===== src/rtl/mini68k_prefetch.sv =====
`default_nettype none
// ============================================================================
// mini68k_prefetch
//   Sequential opcode prefetch queue with req/ack fetch bus and flush
//   redirect. Optional stat_fetch counter: MINI68K_PREFETCH_STATS_EN.
// Revision: 1.0
// ============================================================================
module mini68k_prefetch #(
    parameter int                ADDR_W   = 24,
    parameter int                DEPTH    = 2,
    parameter logic [ADDR_W-1:0] RESET_PC = '0
) (
    input  logic              clk,
    input  logic              rst,
    output logic              bus_req,
    output logic [ADDR_W-1:0] bus_addr,
    input  logic              bus_ack,
    input  logic [15:0]       bus_rdata,
    output logic [15:0]       ir,
    output logic [ADDR_W-1:0] ir_pc,
    output logic              ir_valid,
    input  logic              ir_ready,
    input  logic              flush,
`ifdef MINI68K_PREFETCH_STATS_EN
    input  logic [ADDR_W-1:0] flush_pc,
    output logic [31:0]       stat_fetch
`else
    input  logic [ADDR_W-1:0] flush_pc
`endif
);

    typedef enum logic [1:0] {
        S_IDLE    = 2'd0,
        S_REQ     = 2'd1,
        S_DISCARD = 2'd2
    } state_t;

    localparam int                 c_PTR_W   = $clog2(DEPTH);
    localparam int                 c_CNT_W   = c_PTR_W + 1;
    localparam logic [c_CNT_W-1:0] c_DEPTH   = c_CNT_W'(DEPTH);
    localparam logic [ADDR_W-1:0]  c_PC_MASK = ~ADDR_W'(1);

    state_t              r_state, w_state_next;
    logic [ADDR_W-1:0]   r_fpc, w_fpc_next, r_old_addr;
    logic [15:0]         r_mem_word [DEPTH];
    logic [ADDR_W-1:0]   r_mem_pc   [DEPTH];
    logic [c_PTR_W-1:0]  r_rd, r_wr, w_rd_next;
    logic [c_CNT_W-1:0]  r_cnt, w_cnt_left, w_cnt_next;
    logic [15:0]         r_ir;
    logic [ADDR_W-1:0]   r_ir_pc;
    logic                w_push, w_pop;

    // Flush overrides both queue ports for the cycle it is asserted.
    assign w_push     = bus_ack && (r_state == S_REQ) && !flush;
    assign w_pop      = (r_cnt != '0) && ir_ready && !flush;
    assign w_rd_next  = r_rd + c_PTR_W'(w_pop);
    assign w_cnt_left = r_cnt - c_CNT_W'(w_pop);
    assign w_cnt_next = w_cnt_left + c_CNT_W'(w_push);

    always_comb begin
        w_state_next = r_state;
        w_fpc_next   = r_fpc;
        if (flush) begin
            w_fpc_next = flush_pc & c_PC_MASK;
        end else if (w_push) begin
            w_fpc_next = r_fpc + ADDR_W'(2);
        end
        case (r_state)
            S_IDLE: begin
                if (flush || (w_cnt_next < c_DEPTH)) begin
                    w_state_next = S_REQ;
                end
            end
            S_REQ: begin
                if (bus_ack) begin
                    w_state_next = (flush || (w_cnt_next < c_DEPTH)) ? S_REQ : S_IDLE;
                end else if (flush) begin
                    w_state_next = S_DISCARD;
                end
            end
            S_DISCARD: begin
                if (bus_ack) begin
                    w_state_next = S_REQ;
                end
            end
            default: w_state_next = S_IDLE;
        endcase
    end

    always_ff @(posedge clk) begin
        if (rst) begin
            r_state    <= S_IDLE;
            r_fpc      <= RESET_PC & c_PC_MASK;
            r_old_addr <= RESET_PC & c_PC_MASK;
            r_rd       <= '0;
            r_wr       <= '0;
            r_cnt      <= '0;
            r_ir       <= '0;
            r_ir_pc    <= '0;
        end else begin
            r_state <= w_state_next;
            r_fpc   <= w_fpc_next;
            // Remembers the in-flight address so DISCARD can keep it on the bus.
            if (r_state == S_REQ) begin
                r_old_addr <= r_fpc;
            end
            if (flush) begin
                r_rd  <= '0;
                r_wr  <= '0;
                r_cnt <= '0;
            end else begin
                r_cnt <= w_cnt_next;
                r_rd  <= w_rd_next;
                if (w_push) begin
                    r_wr <= r_wr + c_PTR_W'(1);
                end
                // Head register tracks the next head; left untouched when empty.
                if (w_cnt_next != '0) begin
                    if (w_cnt_left == '0) begin
                        r_ir    <= bus_rdata;
                        r_ir_pc <= r_fpc;
                    end else begin
                        r_ir    <= r_mem_word[w_rd_next];
                        r_ir_pc <= r_mem_pc[w_rd_next];
                    end
                end
            end
        end
    end

    always_ff @(posedge clk) begin
        if (w_push) begin
            r_mem_word[r_wr] <= bus_rdata;
            r_mem_pc[r_wr]   <= r_fpc;
        end
    end

    assign bus_req  = (r_state != S_IDLE);
    assign bus_addr = (r_state == S_DISCARD) ? r_old_addr : r_fpc;
    assign ir       = r_ir;
    assign ir_pc    = r_ir_pc;
    assign ir_valid = (r_cnt != '0);

`ifdef MINI68K_PREFETCH_STATS_EN
    logic [31:0] r_stat;

    always_ff @(posedge clk) begin
        if (rst) begin
            r_stat <= '0;
        end else if (bus_ack && (r_state != S_IDLE)) begin
            r_stat <= r_stat + 32'd1;
        end
    end

    assign stat_fetch = r_stat;
`endif

endmodule
`default_nettype wire


===== config.mk =====
export PLATFORM = sky130hd
export DESIGN_NAME = mini68k_prefetch
export DESIGN_NICKNAME = d
export VERILOG_FILES = /design/src/rtl/mini68k_prefetch.sv
export SDC_FILE = /design/constraint.sdc
export NUM_CORES = 1
export LEC_CHECK = 0
export CORE_MARGIN = 1.5
export CORE_UTILIZATION = 49
export DETAILED_ROUTE_END_ITERATION = 6
export MAX_ROUTING_LAYER = met4
export PLACE_DENSITY = 0.82
export SLEW_MARGIN = 15
export SYNTH_ARGS = -nofsm -noshare
export SYNTH_HDL_FRONTEND = slang
export SYNTH_SLANG_ARGS = --single-unit

===== constraint.sdc =====
create_clock -name clk -period 5.4 [get_ports clk]
set_input_delay 1.35 -clock clk [delete_from_list [all_inputs] [get_ports clk]]
set_output_delay 1.35 -clock clk [all_outputs]
set_load 0.01 [all_outputs]

==> impl_table.tex, run 1 <==
\begin{tabular}{lr}
\hline
Metric & Value \\
\hline
\multicolumn{2}{l}{\textbf{Status}} \\
Run status & finished, final reports clean \\
\multicolumn{2}{l}{\textbf{Critical path}} \\
Arrival time at the worst endpoint & 4.25 ns \\
Ordered list of cells on the worst path & clkdlybuf4s50\_1, nand3b\_2, nor2\_1, ha\_1, xnor3\_1, nor2b\_4, nor2\_1, nor2\_4, buf\_4, o2bb2ai\_1 \\
Critical path buffer and inverter count & 2 \\
Required time worst endpoint & 5.74 ns \\
CP Class & in2reg \\
Cell with the largest stage delay on the worst path & clkdlybuf4s50\_1 \\
Largest stage delay, worst path & 0.63 ns \\
Sort of element at the end of the critical path & register \\
Launching element type of the critical path & input pin \\
Maximum fanout along the worst path & 28 \\
Internal reg-to-reg setup slack & 2.53 ns \\
Cell class contributing the biggest share of worst-path delay & simple AND/OR/NAND/NOR gates \\
Critical Path Most Common Cell & nor2\_1 \\
\multicolumn{2}{l}{\textbf{Synth}} \\
Cells after synthesis & 648 \\
Complex-gate fraction of the synthesized area & 16.6\% \\
Main combinational cell family by area after synthesis & compound AO/OA/AOI/OAI gates \\
Synth Flop Type & dfxtp\_1 \\
Area leader, netlist & edfxtp\_1 \\
Post-synth EDFFs & 78 \\
Synth unique cells & 46 \\
Number of storage elements in the synthesis netlist & 169 \\
Cell area after synthesis & 7140 sq um \\
Adder-cell share of the synthesized area & 0.526\% \\
Top area cells in the synthesized netlist & edfxtp\_1 33\%, dfxtp\_1 26\%, o2bb2ai\_1 4.8\% \\
XOR/XNOR share of the synthesized area & 2.89\% \\
Post-synthesis share of cell area spent on and, or, nand and nor gates & 13.3\% \\
Ys async rst share & 0\% \\
Sequential-to-total area share from yosys stat & 58.3\% \\
Proportion of netlist area held by the largest area contributor & 32.8\% \\
Fraction of synthesized area in multiplexers & 3.73\% \\
Count of yosys warnings during synthesis & 0 \\
Mean post-synth cell area & 11.0 sq um \\
\multicolumn{2}{l}{\textbf{Clock network}} \\
H-tree lvl count & 4 \\
Max Buffers Root-to-Sink & 2 \\
Post-CTS clock slew at the launch and capture registers of the worst setup and hold paths & 0.06 ns \\
Insertion delay of the later-clocked pin in the worst-skew pair & 0.42 ns \\
Number of buffers inserted to repair setup after CTS & 0 \\
Clk root buf & clkbuf\_16 \\
Hold buffer count at cts & 0 \\
Number of clock buffers inserted by TritonCTS & 17 \\
TritonCTS clock tree & yes \\
Num Clock Sinks & 169 \\
Post-cts sizing count & 0 \\
\multicolumn{2}{l}{\textbf{Timing}} \\
Final number of setup-violating endpoints & 0 \\
Setup skew after layout & 0.00416 ns \\
Minimum setup slack in the final design & 1.49 ns \\
Final total negative setup slack & 0 ns \\
Max-slew headroom & 34.5\% \\
Final Slew Violations & 0 \\
Fmax & 0.256 GHz \\
Final critical-path required period & 3.91 ns \\
Unrepaired setup endpoints after global routing & no \\
Slew at the pin with the worst max-slew slack & 0.983 ns \\
Final hold violation count & 0 \\
Period utilisation layout & 72.4\% \\
\multicolumn{2}{l}{\textbf{Route}} \\
Via density per instance & 5.90 \\
Average wire per cell in the routed design & 18.1 um \\
Number of vias after detailed routing & 5,430 \\
Detailed-route DRC error count & 0 \\
Remaining antenna violation count & 0 \\
Wire length reported by the detailed router & 16,700 um \\
Number of violations reported at the end of detailed-routing iteration 0 & 521 \\
Initial DRT Pass Iterations & 5 \\
\multicolumn{2}{l}{\textbf{Global routing}} \\
Global-route congestion overflow total & 0 \\
Maximum number of pins on one net before global-route repair & 55 \\
Initial antenna violation count & 0 \\
Wire length of the first global-routing pass & 26,400 um \\
Via count of the first global-routing pass & 5,121 \\
Global-route usage over all layers & 23.3\% \\
\multicolumn{2}{l}{\textbf{Floorplanning}} \\
Chip Width & 124 um \\
Num rows & 43 \\
Number of top-level pins & 111 \\
Die Span Y & 124 um \\
Placeable core region & 14,000 sq um \\
Initial core utilization & 50.8\% \\
Total die area & 15,300 sq um \\
\multicolumn{2}{l}{\textbf{Cells and area}} \\
Final instance count without filler cells & 921 \\
Nets & 776 \\
Synth-to-layout area growth & 23.9\% \\
Ant. Diodes & 0 \\
Post-layout utilization of the core & 63.0\% \\
Ratio of cells with drive above 1 in the final layout & 9.72\% \\
Number of fillers in the final layout & 1,061 \\
\multicolumn{2}{l}{\textbf{Power}} \\
Final total power & 2.86 mW \\
Worst supply voltage drop on vdd & 0.000200 V \\
Power per Cell Area & 324 nW/um\^{}2 \\
Leakage power total & 3.08 nW \\
\multicolumn{2}{l}{\textbf{Place}} \\
Place WS & 1.14 ns \\
Number of placed instances, taps included & 889 \\
Detailed Place HPWL & 10,300 um \\
Count of input and output buffers & 107 \\
Final weighted congestion in routability-driven placement & 0.863 \\
\multicolumn{2}{l}{\textbf{Worst hold path}} \\
Worst Hold Class & reg2reg \\
\multicolumn{2}{l}{\textbf{Job}} \\
Max Cap Violations & 0 \\
\hline
\end{tabular}
-- layout by cell type, fill, tap and decap left out, drive strengths merged, types with 5 or more instances in the layout --
cell / netlist / layout
nor2: 20 / 20
nor2b: 10 / 10
a21oi: 39 / 39
dfxtp: 91 / 91
a211oi: 40 / 40
o21ai: 46 / 46
edfxtp: 78 / 78
buf: 22 / 11
clkbuf: 34 / 22
xnor2: 17 / 17
clkinv: 0 / 6
nand3: 14 / 14
mux2: 21 / 21
and3: 41 / 41
nand4: 5 / 5
o2bb2ai: 39 / 39
nand2: 61 / 61
clkdlybuf4s50: 0 / 105
inv: 17 / 17
nor3: 9 / 9
o21a: 10 / 10
-- path summary, 6_finish.rpt --
kind,start,end,cells after the start
worst max-delay path,bus_ack,ir[2],10
worst min-delay path,r_old_addr[14],r_old_addr[14],2
worst max register to register,r_state[0],ir[2],9
worst min register to register,r_old_addr[14],r_old_addr[14],2
-- area by class of cell --
cell class / instances / area (sq um) / share of cell area, %
Sequential cell: 169 / 4160 / 47.1
Multi-Input combinational cell: 407 / 2680 / 30.3
Timing Repair Buffer: 116 / 1130 / 12.8
Clock buffer: 22 / 454 / 5.14
Tap cell: 180 / 225 / 2.55
Clock inverter: 10 / 125 / 1.42
Inverter: 17 / 63.8 / 0.722
-- metrics by stage --
step / hold slack, ns / instance area (sq um)
after detailed placement: 0.447 / 8250
after global placement: 0.438 / 8250
after floorplan: 0.420 / 7140
after CTS: 0.455 / 8830
final: 0.454 / 8840
after global routing: 0.471 / 8840
-- worst reg2reg max path, delay by kind of cell, from the launching register on --
| kind | cells | cell delay [ns] |
|---|---|---|
| buf+inv | 1 | 0.41 |
| flops | 1 | 0.50 |
| xor+xnor | 1 | 0.22 |
| compound gates | 1 | 0.17 |
| simple gates | 5 | 1.31 |
| fa+ha+maj | 1 | 0.20 |
-- power by group --
part	switching, mW	internal (mW)
logic	0.122	0.117
registers	0.0424	1.38
clock network	0.466	0.733
-- per-layer routing --
layer	global-route usage, %	wire length (um)
met5	-	0
met4	6.61	141
met3	5.13	1090
met2	36.5	7990
met1	30.8	7440
-- cell usage after synthesis, types with 17 or more instances --
library cell and instances:
a211oi_1 40, a21oi_1 39, and3_1 41, clkbuf_1 30, dfxtp_1 91, edfxtp_1 78, inv_1 17, mux2_2 21
nand2_1 61, nor2_1 20, o21ai_0 43, o2bb2ai_1 39, xnor2_1 17
-- flip-flops by register name, summed over array words and instances, names as in the netlist --
register and flops:
ir 16, ir_pc 23, r_cnt 2, r_fpc 23, r_mem_pc 46, r_mem_word 32
r_old_addr 23, r_rd 1, r_state 2, r_wr 1
-- cell families after synthesis --
logic type | count (synthesis)
compound gates | 178
xor+xnor | 22
fa+ha+maj | 3
simple gates | 178
other cells | 1
flops | 169
mux | 24
buf+inv | 73
Power figures use the tool's default switching activity.
==> run 2, diff against run 1 <==
--- a/config.mk
+++ b/config.mk
@@ -6,10 +6,10 @@
 export NUM_CORES = 1
 export LEC_CHECK = 0
 export CORE_MARGIN = 1.5
-export CORE_UTILIZATION = 49
+export CORE_UTILIZATION = 54
 export DETAILED_ROUTE_END_ITERATION = 6
 export MAX_ROUTING_LAYER = met4
-export PLACE_DENSITY = 0.82
+export PLACE_DENSITY = 0.85
 export SLEW_MARGIN = 15
 export SYNTH_ARGS = -nofsm -noshare
 export SYNTH_HDL_FRONTEND = slang
==> constraint.sdc (replaced) <==
create_clock -name clk -period 3.7 [get_ports clk]
set_input_delay 0.925 -clock clk [delete_from_list [all_inputs] [get_ports clk]]
set_output_delay 0.925 -clock clk [all_outputs]
set_load 0.01 [all_outputs]
==> impl_table.tex, run 2 (synthesis gave the netlist of run 1 again) <==
\begin{tabular}{lr}
\hline
Metric & Value \\
\hline
\multicolumn{2}{l}{\textbf{Floorplanning}} \\
Die Span Y & 118 um \\
Num rows & 41 \\
Placeable core region & 12,800 sq um \\
Total die area & 13,900 sq um \\
Number of top-level pins & 111 \\
Chip Width & 118 um \\
Initial core utilization & 55.9\% \\
\multicolumn{2}{l}{\textbf{Timing}} \\
Max-slew headroom & 32.0\% \\
Setup skew after layout & 0.00478 ns \\
Slew at the pin with the worst max-slew slack & 1.02 ns \\
Final critical-path required period & 3.44 ns \\
Unrepaired setup endpoints after global routing & no \\
Final Slew Violations & 0 \\
Final number of setup-violating endpoints & 0 \\
Fmax & 0.291 GHz \\
Final hold violation count & 0 \\
Final total negative setup slack & 0 ns \\
Period utilisation layout & 92.9\% \\
\multicolumn{2}{l}{\textbf{Critical path}} \\
Largest stage delay, worst path & 0.48 ns \\
Required time worst endpoint & 2.77 ns \\
Launching element type of the critical path & register \\
Maximum fanout along the worst path & 17 \\
Sort of element at the end of the critical path & primary output \\
Ordered list of cells on the worst path & nor2b\_2, buf\_4, mux2\_2, clkdlybuf4s50\_1 \\
Crit path launch & r\_state[1] \\
CP Class & reg2out \\
Internal reg-to-reg setup slack & 0.83 ns \\
Launching point of the worst reg2reg path & r\_cnt[1] \\
Cell with the largest stage delay on the worst path & clkdlybuf4s50\_1 \\
Arrival time at the worst endpoint & 2.51 ns \\
\multicolumn{2}{l}{\textbf{Clock network}} \\
Number of buffers inserted to repair setup after CTS & 0 \\
H-tree lvl count & 4 \\
Max Buffers Root-to-Sink & 2 \\
Num Clock Sinks & 169 \\
Post-CTS clock slew at the launch and capture registers of the worst setup and hold paths & 0.06 ns \\
TritonCTS clock tree & yes \\
Number of clock buffers inserted by TritonCTS & 17 \\
Post-cts sizing count & 0 \\
Hold buffer count at cts & 0 \\
Insertion delay of the later-clocked pin in the worst-skew pair & 0.42 ns \\
Clk root buf & clkbuf\_16 \\
\multicolumn{2}{l}{\textbf{Route}} \\
Wire length reported by the detailed router & 16,300 um \\
Average wire per cell in the routed design & 17.8 um \\
Remaining antenna violation count & 0 \\
Detailed-route DRC error count & 0 \\
Number of vias after detailed routing & 5,300 \\
Number of violations reported at the end of detailed-routing iteration 0 & 288 \\
Initial DRT Pass Iterations & 4 \\
Via density per instance & 5.76 \\
\multicolumn{2}{l}{\textbf{Status}} \\
Run status & finished, final reports clean \\
\multicolumn{2}{l}{\textbf{Worst hold path}} \\
Worst Hold Class & reg2reg \\
Critical hold path startpoint & r\_old\_addr[16] \\
\multicolumn{2}{l}{\textbf{Cells and area}} \\
Number of fillers in the final layout & 871 \\
Ratio of cells with drive above 1 in the final layout & 11.1\% \\
Most frequent cells in the layout & 105 x clkdlybuf4s50\_1, 91 x dfxtp\_1, 78 x edfxtp\_1, 61 x nand2\_1, 43 x o21ai\_0 \\
Largest registers in the final layout & r\_mem\_pc (46), r\_mem\_word (32) \\
Most common library cell in the layout ignoring fill and taps & clkdlybuf4s50\_1 \\
Max reg flops & 46 \\
Synth-to-layout area growth & 25.5\% \\
Nets & 783 \\
Non-Filler Cell Area, Final & 8950 sq um \\
Largest register by flop count & r\_mem\_pc \\
Ant. Diodes & 0 \\
\multicolumn{2}{l}{\textbf{Global routing}} \\
Initial antenna violation count & 0 \\
Via count of the first global-routing pass & 5,352 \\
Wire length of the first global-routing pass & 26,800 um \\
Global-route usage over all layers & 25.0\% \\
Maximum number of pins on one net before global-route repair & 54 \\
Global-route congestion overflow total & 0 \\
\multicolumn{2}{l}{\textbf{Place}} \\
Instance area after placement & 8320 sq um \\
Final weighted congestion in routability-driven placement & 0.808 \\
Detailed Place HPWL & 10,200 um \\
Count of input and output buffers & 107 \\
\multicolumn{2}{l}{\textbf{Power}} \\
Worst supply voltage drop on vdd & 0.000451 V \\
Leakage power total & 3.14 nW \\
Power per Cell Area & 481 nW/um\^{}2 \\
\multicolumn{2}{l}{\textbf{Job}} \\
Max Cap Violations & 0 \\
\hline
\end{tabular}
==> run 2: cell count changes in the layout (fill, tap and decap cells not counted), moves of 2 or more <==
cell	before	now
clkbuf_8	1	3
buf_4	9	15
clkinv_1	2	0
clkbuf_1	4	1
==> run 2: power breakdown <==
| part | leakage [nW] | switching (mW) | internal [mW] |
|---|---|---|---|
| combinational | 1.37 | 0.176 | 0.173 |
| clock | 0.309 | 0.697 | 1.18 |
| sequential | 1.46 | 0.0606 | 2.02 |
==> run 2: through the flow <==
step | utilization, % | instances | hold slack, ns | power (mW) | worst slack, ns
floorplan | - | 649 | 0.420 | 2.29 | 0.205
global placement | 65.1 | 888 | 0.438 | 2.44 | 0.180
detailed placement | 65.1 | 888 | 0.447 | 2.46 | 0.0533
CTS | 70.1 | 920 | 0.456 | 4.32 | 0.276
global route | 70.1 | 920 | 0.474 | 4.45 | 0.134
finish | 70.1 | 920 | 0.454 | 4.31 | 0.264
==> run 2: layout make-up <==
class / instances / area [sq um] / share of cell area, %
clock buffer: 21 / 470 / 5.25
clock inverter: 11 / 168 / 1.87
inverter: 17 / 63.8 / 0.713
multi-input combinational: 407 / 2680 / 29.9
sequential: 169 / 4160 / 46.5
tap: 172 / 215 / 2.40
timing repair buffer: 123 / 1190 / 13.3
==> run 2: path summary, 6_finish.rpt <==
| check | end | depth (start not counted) |
|---|---|---|
| worst max-delay path | bus_addr[15] | 4 |
| worst min-delay path | r_old_addr[16] | 2 |
| worst max register to register | ir_pc[9] | 10 |
| worst min register to register | r_old_addr[16] | 2 |
==> run 2: critical path: cells and delay by family, from the launching register on <==
family / cells / cell delay, ns
DFF: 1 / 0.44
and+or+nand+nor: 1 / 0.45
muxes: 1 / 0.38
buffers and inverters: 2 / 0.81
==> run 2: metal layers <==
layer | vias to the layer above | routed length [um] | share of wire, % | GRT usage, %
met5 | - | 0 | 0 | -
met1 | 2555 | 7200 | 44 | 31.4
met2 | 191 | 8160 | 50 | 40.9
met4 | 0 | 147 | 0.90 | 6.86
met3 | 14 | 831 | 5.1 | 5.67
li1 | 2540 | - | - | -
==> run 3, diff against run 2 <==
--- a/config.mk
+++ b/config.mk
@@ -5,11 +5,13 @@
 export SDC_FILE = /design/constraint.sdc
 export NUM_CORES = 1
 export LEC_CHECK = 0
+export ABC_AREA = 1
+export CAP_MARGIN = 20
 export CORE_MARGIN = 1.5
 export CORE_UTILIZATION = 54
 export DETAILED_ROUTE_END_ITERATION = 6
 export MAX_ROUTING_LAYER = met4
-export PLACE_DENSITY = 0.85
+export PLACE_DENSITY = 0.84
 export SLEW_MARGIN = 15
 export SYNTH_ARGS = -nofsm -noshare
 export SYNTH_HDL_FRONTEND = slang
==> impl_table.tex, run 3 <==
\begin{tabular}{lr}
\hline
Metric & Value \\
\hline
\multicolumn{2}{l}{\textbf{Clock network}} \\
Insertion delay of the later-clocked pin in the worst-skew pair & 0.43 ns \\
Hold buffer count at cts & 0 \\
Number of buffers inserted to repair setup after CTS & 0 \\
H-tree lvl count & 4 \\
Max Buffers Root-to-Sink & 2 \\
Post-CTS clock slew at the launch and capture registers of the worst setup and hold paths & 0.06 ns \\
Post-cts sizing count & 0 \\
Number of clock buffers inserted by TritonCTS & 17 \\
Num Clock Sinks & 169 \\
TritonCTS clock tree & yes \\
Clk root buf & clkbuf\_16 \\
\multicolumn{2}{l}{\textbf{Cells and area}} \\
Ant. Diodes & 0 \\
Synth-to-layout area growth & 24.6\% \\
Storage element area & 4160 sq um \\
Multi-input combinational cell area & 2730 sq um \\
Nets & 1,041 \\
Number of fillers in the final layout & 1,039 \\
Ratio of cells with drive above 1 in the final layout & 6.36\% \\
Post-layout utilization of the core & 68.7\% \\
Max reg flops & 46 \\
Most frequent cells in the layout & 164 x nand2\_1, 124 x inv\_1, 107 x clkdlybuf4s50\_1, 103 x a21oi\_1, 91 x dfxtp\_1 \\
Final instance count without filler cells & 1,186 \\
Largest register by flop count & r\_mem\_pc \\
Largest registers in the final layout & r\_mem\_pc (46), r\_mem\_word (32) \\
Most common library cell in the layout ignoring fill and taps & nand2\_1 \\
\multicolumn{2}{l}{\textbf{Synth}} \\
Count of yosys warnings during synthesis & 0 \\
Top area cells in the synthesized netlist & edfxtp\_1 31\%, dfxtp\_1 24\%, nand2\_1 8.1\% \\
Mean post-synth cell area & 8.42 sq um \\
Post-synthesis share of cell area spent on and, or, nand and nor gates & 16.8\% \\
Main combinational cell family by area after synthesis & simple AND/OR/NAND/NOR gates \\
Synth Flop Type & dfxtp\_1 \\
Fraction of synthesized area in multiplexers & 0\% \\
Adder-cell share of the synthesized area & 0.492\% \\
Count leader, synth & nand2\_1 \\
Cells after synthesis & 905 \\
Cell area after synthesis & 7620 sq um \\
Area leader, netlist & edfxtp\_1 \\
Most frequent cells after synthesis & 164 x nand2\_1, 125 x inv\_1, 103 x a21oi\_1 \\
Synth unique cells & 34 \\
Proportion of netlist area held by the largest area contributor & 30.7\% \\
Number of storage elements in the synthesis netlist & 169 \\
Complex-gate fraction of the synthesized area & 16.8\% \\
XOR/XNOR share of the synthesized area & 1.25\% \\
Post-synth EDFFs & 78 \\
Ys async rst share & 0\% \\
Sequential-to-total area share from yosys stat & 54.6\% \\
\multicolumn{2}{l}{\textbf{Timing}} \\
Unrepaired setup endpoints after global routing & no \\
Final total negative setup slack & 0 ns \\
Final hold violation count & 0 \\
Fmax & 0.326 GHz \\
Final Slew Violations & 0 \\
Max-slew headroom & 50.2\% \\
Setup skew after layout & 0.00714 ns \\
Slew at the pin with the worst max-slew slack & 0.746 ns \\
Final number of setup-violating endpoints & 0 \\
Final critical-path required period & 3.07 ns \\
Minimum hold slack & 0.542 ns \\
Period utilisation layout & 82.9\% \\
\multicolumn{2}{l}{\textbf{Critical path}} \\
Arrival time at the worst endpoint & 2.14 ns \\
Maximum fanout along the worst path & 48 \\
Required time worst endpoint & 2.77 ns \\
Sort of element at the end of the critical path & primary output \\
CP Class & reg2out \\
Launching element type of the critical path & register \\
Internal reg-to-reg setup slack & 1.30 ns \\
\multicolumn{2}{l}{\textbf{Power}} \\
Leakage power total & 3.93 nW \\
Power per Cell Area & 477 nW/um\^{}2 \\
Worst supply voltage drop on vdd & 0.000331 V \\
Final total power & 4.53 mW \\
\multicolumn{2}{l}{\textbf{Floorplanning}} \\
Chip Width & 122 um \\
Number of top-level pins & 111 \\
Placeable core region & 13,800 sq um \\
Initial core utilization & 55.1\% \\
Die Span Y & 122 um \\
Num rows & 43 \\
Total die area & 14,800 sq um \\
\multicolumn{2}{l}{\textbf{Place}} \\
Final weighted congestion in routability-driven placement & 0.848 \\
Detailed Place HPWL & 11,900 um \\
Count of input and output buffers & 107 \\
Number of placed instances, taps included & 1,154 \\
\multicolumn{2}{l}{\textbf{Worst hold path}} \\
Worst Hold Class & reg2reg \\
\multicolumn{2}{l}{\textbf{Route}} \\
Initial DRT Pass Iterations & 6 \\
Average wire per cell in the routed design & 16.4 um \\
Number of violations reported at the end of detailed-routing iteration 0 & 688 \\
Detailed-route DRC error count & 0 \\
Remaining antenna violation count & 0 \\
Number of vias after detailed routing & 6,673 \\
Via density per instance & 5.63 \\
Wire length reported by the detailed router & 19,500 um \\
\multicolumn{2}{l}{\textbf{Global routing}} \\
Global-route congestion overflow total & 0 \\
Initial antenna violation count & 0 \\
Global-route usage over all layers & 28.1\% \\
Maximum number of pins on one net before global-route repair & 52 \\
Wire length of the first global-routing pass & 31,300 um \\
Via count of the first global-routing pass & 6,453 \\
\multicolumn{2}{l}{\textbf{Job}} \\
Max Cap Violations & 0 \\
\multicolumn{2}{l}{\textbf{Status}} \\
Run status & finished, final reports clean \\
\hline
\end{tabular}
-- run 3: cell types whose count changed after synthesis, moves of 39 or more --
cell       delta
inv_1       +108
nand2_1     +103
a21oi_1      +64
nand3_1      +49
and3_1       -41
nor2_1       +41
a211oi_1     -39
a22oi_1      +39
o2bb2ai_1    -39
-- run 3: cell type report --
cell class                 instances  share of cell area (%)
inverter                         129                    5.10
multi-input combinational        552                    28.7
timing repair buffer             124                    13.3
clock buffer                      19                    4.56
tap                              180                    2.37
clock inverter                    13                    2.12
sequential                       169                    43.8
-- run 3: per-stage QoR --
step | setup WS (ns) | instance area (sq um)
2_1_floorplan | 0.283 | 7630
3_3_place_gp | 0.481 | 8860
3_5_place_dp | 0.353 | 8860
4_1_cts | 0.632 | 9500
5_1_grt | 0.519 | 9500
6_report | 0.631 | 9500
-- run 3: cell families (layout without fill, tap and decap cells) --
| family | count (synthesis) | count (layout) |
|---|---|---|
| AO/OA/AOI/OAI | 232 | 232 |
| XOR/XNOR | 10 | 10 |
| adder cells (fa/ha/maj) | 3 | 3 |
| buffers and inverters | 185 | 285 |
| flip-flops | 169 | 169 |
| other | 1 | 2 |
| AND/OR/NAND/NOR | 305 | 305 |
-- run 3: routing by layer --
layer / vias up / GRT usage, % / share of wire, % / wire [um]
met5: - / - / 0 / 0
met4: 0 / 12.9 / 2.7 / 532
met3: 43 / 6.18 / 8.5 / 1660
met2: 335 / 44.6 / 48 / 9250
met1: 3110 / 34.5 / 41 / 8020
li1: 3185 / - / - / -
-- run 3: where the power goes --
part | total, mW | switching, mW | internal, mW
logic | 0.497 | 0.272 | 0.225
clock network | 1.91 | 0.717 | 1.19
registers | 2.12 | 0.0702 | 2.05
-- run 3: critical path, stage by stage (launching register included) --
cell and delay [ns]:
dfxtp_1 0.35, inv_1 0.07, nand2_1 0.06, buf_4 0.37
nor2_1 0.07, a21oi_1 0.19, clkdlybuf4s50_1 0.58
-- run 3: worst paths after layout --
kind / startpoint / end / cells past startpoint
worst max-delay path: r_state[0] / bus_addr[8] / 6
worst min-delay path: ir_pc[14] / ir_pc[14] / 2
worst max register to register: r_cnt[1] / ir_pc[4] / 12
worst min register to register: ir_pc[14] / ir_pc[14] / 2
